**src/rtl/vend_pkg.sv**
```systemverilog
`default_nettype none
// ============================================================================
// vend_pkg: coin encodings, coin values in nickels, controller state encoding.
// Rev 1.0
// ============================================================================
package vend_pkg;

    localparam logic [1:0] COIN_NICKEL  = 2'b00;
    localparam logic [1:0] COIN_DIME    = 2'b01;
    localparam logic [1:0] COIN_QUARTER = 2'b10;
    localparam logic [1:0] COIN_INVALID = 2'b11;

    localparam logic [2:0] VAL_NICKEL  = 3'd1;
    localparam logic [2:0] VAL_DIME    = 3'd2;
    localparam logic [2:0] VAL_QUARTER = 3'd5;

    localparam logic [1:0] ST_ACCUM  = 2'd0;
    localparam logic [1:0] ST_VEND   = 2'd1;
    localparam logic [1:0] ST_CHANGE = 2'd2;

    typedef enum logic [1:0] {
        S_ACCUM  = ST_ACCUM,
        S_VEND   = ST_VEND,
        S_CHANGE = ST_CHANGE
    } vend_state_e;

    // Invalid code maps to zero so callers can gate on validity separately.
    function automatic logic [2:0] coin_value(input logic [1:0] code);
        case (code)
            COIN_NICKEL:  coin_value = VAL_NICKEL;
            COIN_DIME:    coin_value = VAL_DIME;
            COIN_QUARTER: coin_value = VAL_QUARTER;
            default:      coin_value = 3'd0;
        endcase
    endfunction

endpackage
`default_nettype wire

```
**src/rtl/vend_ctrl_if.sv**
```systemverilog
`default_nettype none
// ============================================================================
// vend_ctrl_if: coin acceptor / actuator / hopper signals of the vend controller.
// Optional: VEND_SALES_COUNT_EN adds sales_count. Rev 1.0
// ============================================================================
interface vend_ctrl_if #(
    parameter int CREDIT_W = 6
) ();
    import vend_pkg::*;

    logic                coin_valid;
    logic [1:0]          coin_code;
    logic                cancel;
    logic                vend_ack;
    logic                ret_ready;
    logic                coin_reject;
    logic                dispense;
    logic                ret_valid;
    logic [1:0]          ret_coin;
    logic [CREDIT_W-1:0] credit;
`ifdef VEND_SALES_COUNT_EN
    logic [15:0]         sales_count;
`endif

    // master: acceptor/actuator/hopper side; slave: the controller.
    modport master (
        output coin_valid, coin_code, cancel, vend_ack, ret_ready,
`ifdef VEND_SALES_COUNT_EN
        input  sales_count,
`endif
        input  coin_reject, dispense, ret_valid, ret_coin, credit
    );

    modport slave (
        input  coin_valid, coin_code, cancel, vend_ack, ret_ready,
`ifdef VEND_SALES_COUNT_EN
        output sales_count,
`endif
        output coin_reject, dispense, ret_valid, ret_coin, credit
    );

endinterface
`default_nettype wire

```
**src/rtl/vend_change_picker.sv**
```systemverilog
`default_nettype none
// ============================================================================
// vend_change_picker: largest returnable coin not exceeding the given credit.
// Rev 1.0
// ============================================================================
module vend_change_picker
    import vend_pkg::*;
#(
    parameter int CREDIT_W = 6
) (
    input  logic [CREDIT_W-1:0] credit,
    output logic [1:0]          coin,
    output logic [2:0]          value
);

    always_comb begin
        if (credit >= CREDIT_W'(VAL_QUARTER)) begin
            coin = COIN_QUARTER;
        end else if (credit >= CREDIT_W'(VAL_DIME)) begin
            coin = COIN_DIME;
        end else begin
            coin = COIN_NICKEL;
        end
        value = coin_value(coin);
    end

endmodule
`default_nettype wire

```
**src/rtl/vend_ctrl.sv**
```systemverilog
`default_nettype none
// ============================================================================
// vend_ctrl: credit accumulation, vend request and coin-by-coin change/refund.
// Optional: VEND_SALES_COUNT_EN adds a wrapping 16-bit vend counter. Rev 1.0
// ============================================================================
module vend_ctrl
    import vend_pkg::*;
#(
    parameter int PRICE      = 5,
    parameter int MAX_CREDIT = 20,
    parameter int CREDIT_W   = 6
) (
    input  logic        clk,
    input  logic        reset,
    vend_ctrl_if.slave  bus
);

    localparam int                  CW1     = CREDIT_W + 1;
    localparam logic [CREDIT_W:0]   PRICE_W = CW1'(PRICE);
    localparam logic [CREDIT_W:0]   MAX_W   = CW1'(MAX_CREDIT);
    localparam logic [CREDIT_W-1:0] PRICE_C = CREDIT_W'(PRICE);

    vend_state_e         state_q, state_d;
    logic [CREDIT_W-1:0] credit_q, credit_d;
    logic                dispense_q, dispense_d;
    logic                coin_reject_q, coin_reject_d;
    logic                ret_valid_q, ret_valid_d;
    logic [1:0]          ret_coin_q, ret_coin_d;

    logic [CREDIT_W:0]   coin_sum;
    logic                coin_ok;
    logic [CREDIT_W-1:0] credit_acc;
    logic                vend_done;

    logic [1:0]          cur_coin, nxt_coin;
    logic [2:0]          cur_value, nxt_value;
    logic                unused_pick;

    // One extra bit on the sum so a coin past the ceiling can never wrap.
    assign coin_sum   = {1'b0, credit_q} + CW1'(coin_value(bus.coin_code));
    assign coin_ok    = bus.coin_valid && (bus.coin_code != COIN_INVALID) && (coin_sum <= MAX_W);
    assign credit_acc = coin_ok ? coin_sum[CREDIT_W-1:0] : credit_q;
    assign vend_done  = (state_q == S_VEND) && bus.vend_ack;

    // cur_* sizes the coin being handed over now; nxt_* sizes the next request.
    vend_change_picker #(.CREDIT_W(CREDIT_W)) u_pick_cur (
        .credit (credit_q),
        .coin   (cur_coin),
        .value  (cur_value)
    );

    vend_change_picker #(.CREDIT_W(CREDIT_W)) u_pick_nxt (
        .credit (credit_d),
        .coin   (nxt_coin),
        .value  (nxt_value)
    );

    assign unused_pick = &{1'b0, cur_coin, nxt_value};

    always_comb begin
        state_d       = state_q;
        credit_d      = credit_q;
        coin_reject_d = bus.coin_valid;
        unique case (state_q)
            S_ACCUM: begin
                coin_reject_d = bus.coin_valid && !coin_ok;
                credit_d      = credit_acc;
                // A refund request outranks reaching the price on the same edge.
                if (bus.cancel && (credit_acc != '0)) begin
                    state_d = S_CHANGE;
                end else if ({1'b0, credit_acc} >= PRICE_W) begin
                    state_d = S_VEND;
                end
            end
            S_VEND: begin
                if (bus.vend_ack) begin
                    credit_d = credit_q - PRICE_C;
                    state_d  = (credit_d != '0) ? S_CHANGE : S_ACCUM;
                end
            end
            S_CHANGE: begin
                if (ret_valid_q && bus.ret_ready) begin
                    credit_d = credit_q - CREDIT_W'(cur_value);
                    if (credit_d == '0) begin
                        state_d = S_ACCUM;
                    end
                end
            end
            default: state_d = S_ACCUM;
        endcase
    end

    assign dispense_d  = (state_d == S_VEND);
    assign ret_valid_d = (state_d == S_CHANGE);
    assign ret_coin_d  = ret_valid_d ? nxt_coin : COIN_NICKEL;

`ifdef VEND_SALES_COUNT_EN
    logic [15:0] sales_count_q, sales_count_d;

    assign sales_count_d   = sales_count_q + 16'(vend_done);
    assign bus.sales_count = sales_count_q;
`endif

    always_ff @(posedge clk) begin
        if (!reset) begin
            state_q       <= S_ACCUM;
            credit_q      <= '0;
            dispense_q    <= 1'b0;
            coin_reject_q <= 1'b0;
            ret_valid_q   <= 1'b0;
            ret_coin_q    <= COIN_NICKEL;
`ifdef VEND_SALES_COUNT_EN
            sales_count_q <= 16'd0;
`endif
        end else begin
            state_q       <= state_d;
            credit_q      <= credit_d;
            dispense_q    <= dispense_d;
            coin_reject_q <= coin_reject_d;
            ret_valid_q   <= ret_valid_d;
            ret_coin_q    <= ret_coin_d;
`ifdef VEND_SALES_COUNT_EN
            sales_count_q <= sales_count_d;
`endif
        end
    end

    assign bus.credit      = credit_q;
    assign bus.dispense    = dispense_q;
    assign bus.coin_reject = coin_reject_q;
    assign bus.ret_valid   = ret_valid_q;
    assign bus.ret_coin    = ret_coin_q;

endmodule
`default_nettype wire

```
**src/flat_wrapper.sv**
```systemverilog
// flat-port wrapper written by rule: the top's interface ports become plain ports
module vend_ctrl_flat import vend_pkg::*;
#(
    parameter int PRICE      = 5,
    parameter int MAX_CREDIT = 20,
    parameter int CREDIT_W   = 6
)
  (clk, reset, bus_coin_valid, bus_coin_code, bus_cancel, bus_vend_ack, bus_ret_ready, bus_coin_reject, bus_dispense, bus_ret_valid, bus_ret_coin, bus_credit);
  vend_ctrl_if #(.CREDIT_W(CREDIT_W)) bus_i ();
  input  logic clk;
  input  logic reset;
  input wire logic [$bits(bus_i.coin_valid)-1:0] bus_coin_valid;
  input wire logic [$bits(bus_i.coin_code)-1:0] bus_coin_code;
  input wire logic [$bits(bus_i.cancel)-1:0] bus_cancel;
  input wire logic [$bits(bus_i.vend_ack)-1:0] bus_vend_ack;
  input wire logic [$bits(bus_i.ret_ready)-1:0] bus_ret_ready;
  output wire logic [$bits(bus_i.coin_reject)-1:0] bus_coin_reject;
  output wire logic [$bits(bus_i.dispense)-1:0] bus_dispense;
  output wire logic [$bits(bus_i.ret_valid)-1:0] bus_ret_valid;
  output wire logic [$bits(bus_i.ret_coin)-1:0] bus_ret_coin;
  output wire logic [$bits(bus_i.credit)-1:0] bus_credit;
  assign bus_i.coin_valid = bus_coin_valid;
  assign bus_i.coin_code = bus_coin_code;
  assign bus_i.cancel = bus_cancel;
  assign bus_i.vend_ack = bus_vend_ack;
  assign bus_i.ret_ready = bus_ret_ready;
  assign bus_coin_reject = bus_i.coin_reject;
  assign bus_dispense = bus_i.dispense;
  assign bus_ret_valid = bus_i.ret_valid;
  assign bus_ret_coin = bus_i.ret_coin;
  assign bus_credit = bus_i.credit;
  vend_ctrl #(.PRICE(PRICE), .MAX_CREDIT(MAX_CREDIT), .CREDIT_W(CREDIT_W)) u_core (.clk(clk), .reset(reset), .bus(bus_i));
endmodule
```
**config.mk**
```make
export PLATFORM = sky130hd
export DESIGN_NAME = vend_ctrl_flat
export DESIGN_NICKNAME = d
export VERILOG_FILES = /design/src/rtl/vend_pkg.sv /design/src/rtl/vend_ctrl_if.sv /design/src/rtl/vend_change_picker.sv /design/src/rtl/vend_ctrl.sv /design/src/flat_wrapper.sv
export SDC_FILE = /design/constraint.sdc
export NUM_CORES = 1
export LEC_CHECK = 0
export CAP_MARGIN = 20
export CORE_MARGIN = 4
export CORE_UTILIZATION = 55
export DETAILED_ROUTE_END_ITERATION = 12
export GPL_ROUTABILITY_DRIVEN = 0
export PLACE_DENSITY = 0.92
export SLEW_MARGIN = 30
export SYNTH_ARGS = -nofsm -noshare
export SYNTH_HDL_FRONTEND = slang
export SYNTH_SLANG_ARGS = --single-unit
```
**constraint.sdc**
```tcl
create_clock -name clk -period 5.8 [get_ports clk]
set_input_delay 0.87 -clock clk [delete_from_list [all_inputs] [get_ports clk]]
set_output_delay 0.87 -clock clk [all_outputs]
set_load 0.01 [all_outputs]
```
==> impl_metrics.env, run 1 <==
export IMPL_synth_cells=174
export IMPL_synth_fa_ha_area_frac=0.120
export IMPL_clockRootBuffer="clkbuf_4"
export IMPL_end_kind="flip-flop"
export IMPL_synth_top_family_by_area="compound AO/OA/AOI/OAI gates"
export IMPL_max_slew_worst_pin_slew_ps=725
export IMPL_cts_max_level=1
export IMPL_routedWlPerCell_um=17.7
export IMPL_crit_arrival_ps=4400
export IMPL_total_leakage_power_nw=0.650
export IMPL_whs_ps=710
export IMPL_post_place_ws_ps=1530
export IMPL_synth_ff_type="dfxtp_1"
export IMPL_finalCritPeriodShare=0.720
export IMPL_min_path_type="reg2reg"
export IMPL_crit_chain="inv_1, ha_1, nand2b_1, a21oi_1, o41ai_1, ha_1, inv_1, fa_1, mux2_2, a21oi_1, o2111ai_1, o211ai_1, o2111ai_1, a2111oi_2, o211a_1"
export IMPL_grt_setup_unrepaired="no"
export IMPL_num_rows=17
export IMPL_vias=1443
export IMPL_use_met1=0.270
export IMPL_ys_async_sr_fraction=0
export IMPL_dieWidth_um=58.0
export IMPL_fmax_mhz=239
export IMPL_p_per_area_nw_per_um2=503
export IMPL_yosysWarnings=0
export IMPL_drive_above_1_share=0.0428
export IMPL_nNetsFinal=208
export IMPL_start_util=0.599
export IMPL_clock_sinks=13
export IMPL_numCtsBuffers=3
export IMPL_via_per_inst=6.71
export IMPL_setup_tns_ps=0
export IMPL_muxShareOfSynthArea=0.0391
export IMPL_ys_ff_latch=13
export IMPL_worstSetupPathType="reg2reg"
export IMPL_peakVddDrop_uv=299
export IMPL_dpl_hpwl_mm=2.94
export IMPL_netlist_area_um2=1380
export IMPL_required_ps=6030
export IMPL_grtUsageTotal=0.230
export IMPL_seq_power_share=0.230
export IMPL_ys_seq_area_frac=0.189
export IMPL_cap_violations=0
export IMPL_synth_compound_area_share=0.278
export IMPL_syn2layout_area_growth_pct=14.5
export IMPL_status="complete, no violations"
export IMPL_core_um2=2300
export IMPL_synth_edf_count=0
export IMPL_cpPeakStageDelay_ps=610
export IMPL_synthXorXnorAreaFrac=0.0573
export IMPL_power_frac_clock=0.069
export IMPL_postRouteAntennaNets=0
export IMPL_grt_max_degree=17
export IMPL_fin_skew_ps=1.87
export IMPL_ys_types=50
export IMPL_slew_headroom=0.510
export IMPL_grt_busiest_layer="met2"
export IMPL_intPower_w=0.000400
export IMPL_fin_util=0.686
export IMPL_cts_clk_slew_worst_paths_ps=70
export IMPL_crit_slowest_cell="dfxtp_1"
export IMPL_clock_latency_ps=280
export IMPL_combPwrFrac=0.702
export IMPL_cp_start_kind="flip-flop"
export IMPL_path_max_fanout=11
export IMPL_grt_use_met3=0.0379
export IMPL_grt_pass1_vias=1381
export IMPL_cts_resized_gates=0
export IMPL_grt_pass1_wl_mm=6.07
export IMPL_dieArea_um2=3370
export IMPL_die_height_um=58.0
export IMPL_swShare=0.494
export IMPL_antenna_found_initial=0
export IMPL_min_period_ps=4180
export IMPL_setup_viol=0
export IMPL_drtIter0Drc=85
export IMPL_worst_slack_ps=1620
export IMPL_syn_avg_cell_area_um2=7.91
export IMPL_yosys_area_share_simple=0.261
export IMPL_ioPinCount=19
export IMPL_drc=0
export IMPL_cts_tree="done"
export IMPL_switchingPower_w=0.000391
export IMPL_antennaDiodeCount=0
export IMPL_firstDrtPassIters=4
export IMPL_finalMaxSlewViolations=0
export IMPL_io_buffers=18
export IMPL_finalWirelength_mm=3.81
export IMPL_postCtsHoldBufs=0
export IMPL_overflow=0
export IMPL_gr_usage_met2=0.398
export IMPL_clock_path_buffers=2
export IMPL_cts_setup_buffers=0
export IMPL_syn_nets=194
export IMPL_hold_viol_final=0
==> through the flow <==
| step | instances | instance area [um2] | total power [W] |
|---|---|---|---|
| 6_report | 215 | 1580 | 0.000792 |
| 3_5_place_dp | 211 | 1550 | 0.000721 |
| 5_1_grt | 215 | 1580 | 0.000847 |
| 3_3_place_gp | 211 | 1550 | 0.000681 |
| 2_1_floorplan | 174 | 1380 | 0.000561 |
| 4_1_cts | 215 | 1580 | 0.000780 |
==> registers in the layout (all words and copies together) (netlist names) <==
signal / count
u_core.bus.ret_valid: 1
u_core.state_q: 2
u_core.bus.dispense: 1
u_core.bus.ret_coin: 2
u_core.bus.coin_reject: 1
u_core.bus.credit: 6
==> cell usage after synthesis, drive strengths merged (3+ instances only) <==
library cell  count  share of area
a31oi             3          0.014
o211a             3          0.022
nand3             5          0.018
o21ai             8          0.029
inv               9          0.025
nor2b             9          0.041
nand2b            5          0.023
xnor2             5          0.032
o31a              3          0.019
and2              7          0.032
clkbuf            7          0.019
o2111ai           3          0.019
ha               10          0.091
a21oi             8          0.029
o211ai            3          0.016
nor3              4          0.015
nand2            16          0.044
dfxtp            13           0.19
mux2              3          0.025
nor2              6          0.016
xor2              4          0.025
a21o              3          0.016
o21a              4          0.022
==> routing by layer <==
| layer | up-vias | share of wire |
|---|---|---|
| met2 | 95 | 0.48 |
| met3 | 19 | 0.095 |
| met4 | 0 | 0.037 |
| li1 | 663 | - |
| met5 | - | 0 |
| met1 | 666 | 0.38 |
==> layout by cell type, fill, tap and decap left out, types with 3 or more instances in the layout <==
master,Yosys,layout
nand3_1,5,5
nor2_1,6,6
nand2b_1,5,5
a31oi_1,3,3
and2_1,7,7
a21o_1,3,3
o211a_1,3,3
o2111ai_1,3,3
clkdlybuf4s50_1,0,18
o31a_1,3,3
xor2_1,4,4
inv_1,9,9
o21ai_0,6,6
dfxtp_1,13,13
o211ai_1,3,3
ha_1,10,10
nor3_1,4,4
clkbuf_4,0,3
nand2_1,16,16
o21a_1,4,4
a21oi_1,8,8
xnor2_1,5,5
nor2b_1,9,9
==> power groups by stage <==
stage	combinational [W]	clock (W)	sequential [W]
2_1_floorplan	0.000407	0	0.000154
3_3_place_gp	0.000502	0	0.000179
3_5_place_dp	0.000540	0	0.000181
4_1_cts	0.000545	0.0000562	0.000179
5_1_grt	0.000602	0.0000581	0.000187
6_report	0.000556	0.0000544	0.000182
==> final timing paths <==
check,startpoint,end,slack (ps),depth (start not counted)
hold reg to reg,u_core.state_q[1]$_SDFF_PN0_,u_core.state_q[0]$_SDFF_PN0_,710,1
hold / removal,u_core.state_q[1]$_SDFF_PN0_,u_core.state_q[0]$_SDFF_PN0_,710,1
setup reg to reg,u_core.bus.credit[1]$_SDFF_PN0_,u_core.bus.ret_coin[0]$_SDFF_PP0_,1620,15
setup / recovery,u_core.bus.credit[1]$_SDFF_PN0_,u_core.bus.ret_coin[0]$_SDFF_PP0_,1620,15
==> logic make-up (layout without fill, tap and decap cells) <==
family | Yosys count | in the layout
AOI/OAI and AO/OA | 53 | 53
xor gates and xnor gates | 9 | 9
adders and majority gates | 12 | 12
buffers and inverters | 18 | 31
DFF | 13 | 13
muxes | 5 | 5
and+or+nand+nor | 64 | 64
==> worst max-delay path, delay by kind of cell, from the launching register on <==
kind | cells | cell delay (ps)
AO/OA/AOI/OAI | 8 | 1840
multiplexers | 1 | 280
AND/OR/NAND/NOR | 1 | 130
flip-flops | 1 | 610
buffers and inverters | 2 | 330
adder cells (fa/ha/maj) | 3 | 930
==> area by class of cell <==
class	count	area [um2]
repair buffers	18	180
inverters	9	33.8
multi-input cells	143	1040
well taps	28	35.0
flip-flops and latches	13	260
clock buffers	4	26.3
fillers	192	722
Power figures use the tool's default switching activity.
==> run 2, diff against run 1 <==
--- a/config.mk
+++ b/config.mk
@@ -7,10 +7,10 @@
 export LEC_CHECK = 0
 export CAP_MARGIN = 20
 export CORE_MARGIN = 4
-export CORE_UTILIZATION = 55
+export CORE_UTILIZATION = 49
 export DETAILED_ROUTE_END_ITERATION = 12
 export GPL_ROUTABILITY_DRIVEN = 0
-export PLACE_DENSITY = 0.92
+export PLACE_DENSITY = 0.87
 export SLEW_MARGIN = 30
 export SYNTH_ARGS = -nofsm -noshare
 export SYNTH_HDL_FRONTEND = slang
==> constraint.sdc (replaced) <==
create_clock -name clk -period 3.6 [get_ports clk]
set_input_delay 0.54 -clock clk [delete_from_list [all_inputs] [get_ports clk]]
set_output_delay 0.54 -clock clk [all_outputs]
set_load 0.01 [all_outputs]
==> impl_metrics.env, run 2 (synthesis gave the netlist of run 1 again) <==
export IMPL_status="complete, no violations"
export IMPL_largest_register_ffs=6
export IMPL_whs_ps=772
export IMPL_clock_path_buffers=2
export IMPL_grt_max_degree=16
export IMPL_cts_max_level=1
export IMPL_clockRootBuffer="clkbuf_4"
export IMPL_dieArea_um2=3720
export IMPL_firstDrtPassIters=4
export IMPL_crit_chain="inv_2, ha_1, nand2b_1, a21oi_2, o41ai_4, buf_4, fa_1, xnor2_1, nand3_1, or4b_2, nor3_1, o32ai_1, o21a_1, nor2b_1"
export IMPL_die_height_um=61
export IMPL_numCtsBuffers=3
export IMPL_path_delay_family="simple AND/OR/NAND/NOR gates"
export IMPL_setup_viol=0
export IMPL_worstReg2RegEnd="u_core.bus.ret_coin[1]$_SDFF_PN0_"
export IMPL_dpl_hpwl_mm=3.07
export IMPL_slew_headroom=0.487
export IMPL_r2r_start="u_core.bus.credit[1]$_SDFF_PN0_"
export IMPL_cts_tree="done"
export IMPL_place_area_um2=1670
export IMPL_min_path_type="reg2reg"
export IMPL_drtIter0Drc=134
export IMPL_clock_latency_ps=270
export IMPL_end_kind="flip-flop"
export IMPL_grt_pass1_vias=1481
export IMPL_overflow=0
export IMPL_fin_area_um2=1760
export IMPL_syn2layout_area_growth_pct=27.8
export IMPL_routedWlPerCell_um=17.8
export IMPL_grt_pass1_wl_mm=6.68
export IMPL_max_slew_worst_pin_slew_ps=761
export IMPL_power_total_w=0.00145
export IMPL_cp_num_buf_inv=2
export IMPL_core_um2=2570
export IMPL_clock_sinks=13
export IMPL_hold_viol_final=0
export IMPL_postCtsHoldBufs=0
export IMPL_vias=1521
export IMPL_crit_slowest_cell="or4b_2"
export IMPL_p_per_area_nw_per_um2=822
export IMPL_crit_arrival_ps=3610
export IMPL_setup_tns_ps=0
export IMPL_min_period_ps=3450
export IMPL_finalCritPeriodShare=0.960
export IMPL_cap_violations=0
export IMPL_fillers=208
export IMPL_rrSetupSlack_ps=150
export IMPL_place_inst=228
export IMPL_total_leakage_power_nw=0.744
export IMPL_worstSetupPathType="reg2reg"
export IMPL_fin_skew_ps=0.316
export IMPL_drive_above_1_share=0.163
export IMPL_nNetsFinal=224
export IMPL_cp_depth=14
export IMPL_antenna_found_initial=0
export IMPL_cpPeakStageDelay_ps=610
export IMPL_finalNonFillerCells=233
export IMPL_finalWirelength_mm=4.15
export IMPL_grtUsageTotal=0.240
export IMPL_via_per_inst=6.53
export IMPL_final_common_cell="clkdlybuf4s50_1"
export IMPL_cp_endpoint="u_core.bus.ret_coin[1]$_SDFF_PN0_"
export IMPL_dieWidth_um=61
export IMPL_start_util=0.536
export IMPL_cp_start_kind="flip-flop"
export IMPL_path_max_fanout=5
export IMPL_peakVddDrop_uv=606
export IMPL_mostFrequentLayoutCells="clkdlybuf4s50_1, nand2_1, buf_4"
export IMPL_r2r_cells=14
export IMPL_postRouteAntennaNets=0
export IMPL_antennaDiodeCount=0
export IMPL_finalMaxSlewViolations=0
export IMPL_fmax_mhz=289
export IMPL_drc=0
export IMPL_ioPinCount=19
export IMPL_cp_startpoint="u_core.bus.credit[1]$_SDFF_PN0_"
export IMPL_required_ps=3750
export IMPL_io_buffers=18
export IMPL_cts_clk_slew_worst_paths_ps=70
export IMPL_num_rows=18
-- run 2: cell types whose count changed in the layout (fill, tap and decap cells not counted), sizes merged --
cell | before | now
buf | 0 | 16
-- run 2: per-layer routing --
metal  GRT usage  vias up  part of all wire
li1            -      692                 -
met1       0.292      711              0.38
met2       0.414       97              0.49
met3      0.0447       21              0.10
met4      0.0960        0             0.029
met5           0        -                 0
-- run 2: per-stage QoR --
step                      utilization  setup slack (ps)
final                           0.685               145
after detailed placement        0.651              -157
after global placement          0.651              28.0
after global routing            0.685             -31.4
after floorplan                     -              26.3
after CTS                       0.669              23.1
-- run 2: how the worst min path moves through the flow --
stage	cells past startpoint	slack (ps)	startpoint	endpoint
after CTS	1	750	u_core.state_q[1]$_SDFF_PN0_	u_core.bus.dispense$_SDFF_PN0_
final	1	770	u_core.state_q[1]$_SDFF_PN0_	u_core.bus.dispense$_SDFF_PN0_
after global placement	1	690	u_core.state_q[1]$_SDFF_PN0_	u_core.state_q[0]$_SDFF_PN0_
after global routing	1	810	u_core.state_q[1]$_SDFF_PN0_	u_core.state_q[0]$_SDFF_PN0_
after floorplan	2	660	bus_coin_valid	u_core.bus.coin_reject$_SDFF_PN0_
after detailed placement	1	700	u_core.state_q[1]$_SDFF_PN0_	u_core.bus.dispense$_SDFF_PN0_
-- run 2: layout make-up --
cell class | count | area (um2) | area share
timing repair buffer | 34 | 300 | 0.171
multi-input combinational | 143 | 1100 | 0.625
clock buffer | 4 | 26.3 | 0.0149
tap | 30 | 37.5 | 0.0213
sequential | 13 | 262 | 0.149
inverter | 9 | 33.8 | 0.0192
-- run 2: power breakdown --
group          switching (W)  internal [W]   total, W
combinational       0.000586      0.000529    0.00112
sequential         0.0000551      0.000189   0.000244
clock              0.0000434     0.0000429  0.0000863
-- run 2: what timing repair did --
action	CTS	global route
resized for setup	3	8
setup endpoints to repair	2	2
buffers inserted	0	1
pin swaps	0	6
==> run 3, diff against run 2 <==
--- a/config.mk
+++ b/config.mk
@@ -6,7 +6,7 @@
 export NUM_CORES = 1
 export LEC_CHECK = 0
 export CAP_MARGIN = 20
-export CORE_MARGIN = 4
+export CORE_MARGIN = 10
 export CORE_UTILIZATION = 49
 export DETAILED_ROUTE_END_ITERATION = 12
 export GPL_ROUTABILITY_DRIVEN = 0
==> impl_metrics.env, run 3 (synthesis gave the netlist of run 1 again) <==
export IMPL_cp_start_kind="flip-flop"
export IMPL_die_height_um=73
export IMPL_swShare=0.476
export IMPL_largest_register_ffs=6
export IMPL_dieWidth_um=73
export IMPL_drtIter0Drc=140
export IMPL_min_path_type="reg2reg"
export IMPL_cts_max_level=1
export IMPL_core_um2=2710
export IMPL_use_met1=0.177
export IMPL_fmax_mhz=289
export IMPL_status="complete, no violations"
export IMPL_routedWlPerCell_um=18.5
export IMPL_slew_headroom=0.613
export IMPL_total_leakage_power_nw=0.774
export IMPL_numCtsBuffers=3
export IMPL_mostFrequentLayoutCells="buf_4, clkdlybuf4s50_1, nand2_1"
export IMPL_cts_tree="done"
export IMPL_nNetsFinal=227
export IMPL_finalWirelength_mm=4.38
export IMPL_cap_violations=0
export IMPL_ioPinCount=19
export IMPL_setup_viol=0
export IMPL_fin_util=0.668
export IMPL_postCtsHoldBufs=0
export IMPL_start_util=0.508
export IMPL_r2r_cells=15
export IMPL_cp_startpoint="u_core.bus.credit[1]$_SDFF_PN0_"
export IMPL_postRouteAntennaNets=0
export IMPL_combPwrFrac=0.775
export IMPL_grtUsageTotal=0.158
export IMPL_crit_arrival_ps=3690
export IMPL_fin_skew_ps=6.08
export IMPL_cp_endpoint="u_core.bus.ret_coin[0]$_SDFF_PP0_"
export IMPL_r2r_start="u_core.bus.credit[1]$_SDFF_PN0_"
export IMPL_final_common_cell="buf_4"
export IMPL_grt_max_degree=15
export IMPL_post_place_ws_ps=-189
export IMPL_finalCritPeriodShare=0.963
export IMPL_firstDrtPassIters=5
export IMPL_cts_clk_slew_worst_paths_ps=80
export IMPL_power_total_w=0.00149
export IMPL_clock_path_buffers=2
export IMPL_min_period_ps=3470
export IMPL_via_per_inst=6.19
export IMPL_seq_power_share=0.164
export IMPL_clock_latency_ps=280
export IMPL_clockRootBuffer="clkbuf_4"
export IMPL_peakVddDrop_uv=601
export IMPL_finalMaxSlewViolations=0
export IMPL_p_per_area_nw_per_um2=822
export IMPL_drive_above_1_share=0.194
export IMPL_intPower_w=0.000778
export IMPL_setup_tns_ps=0
export IMPL_grt_use_met3=0.0299
export IMPL_dpl_hpwl_mm=3.22
export IMPL_fillers=214
export IMPL_antenna_found_initial=0
export IMPL_vias=1467
export IMPL_power_frac_clock=0.061
export IMPL_whs_ps=780
export IMPL_hold_viol_final=0
export IMPL_grt_pass1_wl_mm=6.94
export IMPL_num_rows=19
export IMPL_worstReg2RegEnd="u_core.bus.ret_coin[0]$_SDFF_PP0_"
export IMPL_gr_usage_met2=0.263
export IMPL_worstSetupPathType="reg2reg"
export IMPL_clock_sinks=13
export IMPL_io_buffers=18
export IMPL_end_kind="flip-flop"
export IMPL_switchingPower_w=0.000708
export IMPL_antennaDiodeCount=0
export IMPL_rrSetupSlack_ps=130
export IMPL_required_ps=3830
export IMPL_worst_slack_ps=134
export IMPL_drc=0
export IMPL_dieArea_um2=5330
export IMPL_path_max_fanout=3
export IMPL_grt_pass1_vias=1519
export IMPL_grt_busiest_layer="met2"
export IMPL_overflow=0
export IMPL_syn2layout_area_growth_pct=31.5
export IMPL_max_slew_worst_pin_slew_ps=574
[run 3: critical path: stages (launching register included)]
cell       delay (ps)
dfxtp_1           380
inv_1              90
ha_1              180
nand2b_1          160
a21oi_2           210
o41ai_4           130
ha_2              200
inv_1              70
fa_2              430
mux2_2            310
a21oi_4           200
nand2_1           100
o211ai_1          230
o2111ai_2         180
a2111oi_4         350
o211a_1           190
[run 3: power groups by stage]
stage	Sequential, W	Combinational (W)	Clock [W]
5_1_grt	0.000248	0.00126	0.000101
4_1_cts	0.000236	0.00102	0.0000926
2_1_floorplan	0.000249	0.000663	0
3_3_place_gp	0.000236	0.000960	0
6_report	0.000244	0.00115	0.0000913
3_5_place_dp	0.000239	0.00101	0
[run 3: area by class of cell]
type                       count  area (um2)  share of cell area
multi-input combinational    143        1120               0.622
timing repair buffer          37         323               0.178
sequential                    13         262               0.145
tap                           31        38.8              0.0214
inverter                       9        33.8              0.0187
clock buffer                   3        22.5              0.0124
clock inverter                 1        5.00             0.00277
[run 3: how the worst min path moves through the flow]
stage                                                   end  depth (start not counted)  slack (ps)                         start
after CTS                    u_core.bus.dispense$_SDFF_PN0_                          1         730  u_core.state_q[1]$_SDFF_PN0_
after global placement         u_core.state_q[0]$_SDFF_PN0_                          1         690  u_core.state_q[1]$_SDFF_PN0_
after global routing         u_core.bus.dispense$_SDFF_PN0_                          1         800  u_core.state_q[1]$_SDFF_PN0_
after floorplan           u_core.bus.coin_reject$_SDFF_PN0_                          2         660                bus_coin_valid
final                        u_core.bus.dispense$_SDFF_PN0_                          1         780  u_core.state_q[1]$_SDFF_PN0_
after detailed placement     u_core.bus.dispense$_SDFF_PN0_                          1         710  u_core.state_q[1]$_SDFF_PN0_
[run 3: stage by stage]
| step | cells | instance area [um2] |
|---|---|---|
| floorplan | 174 | 1380 |
| global placement | 232 | 1700 |
| detailed placement | 232 | 1700 |
| CTS | 236 | 1730 |
| global route | 237 | 1810 |
| finish | 237 | 1810 |
[run 3: per-layer routing]
layer | routed length (um) | vias up
met5 | 0 | -
met4 | 135 | 0
met3 | 276 | 17
met2 | 2210 | 68
met1 | 1760 | 680
li1 | - | 702
[run 3: repair_timing]
action / CTS / global route
pin swaps: 0 / 5
setup endpoints to repair: 1 / 4
resized for setup: 1 / 13
buffers inserted: 0 / 1
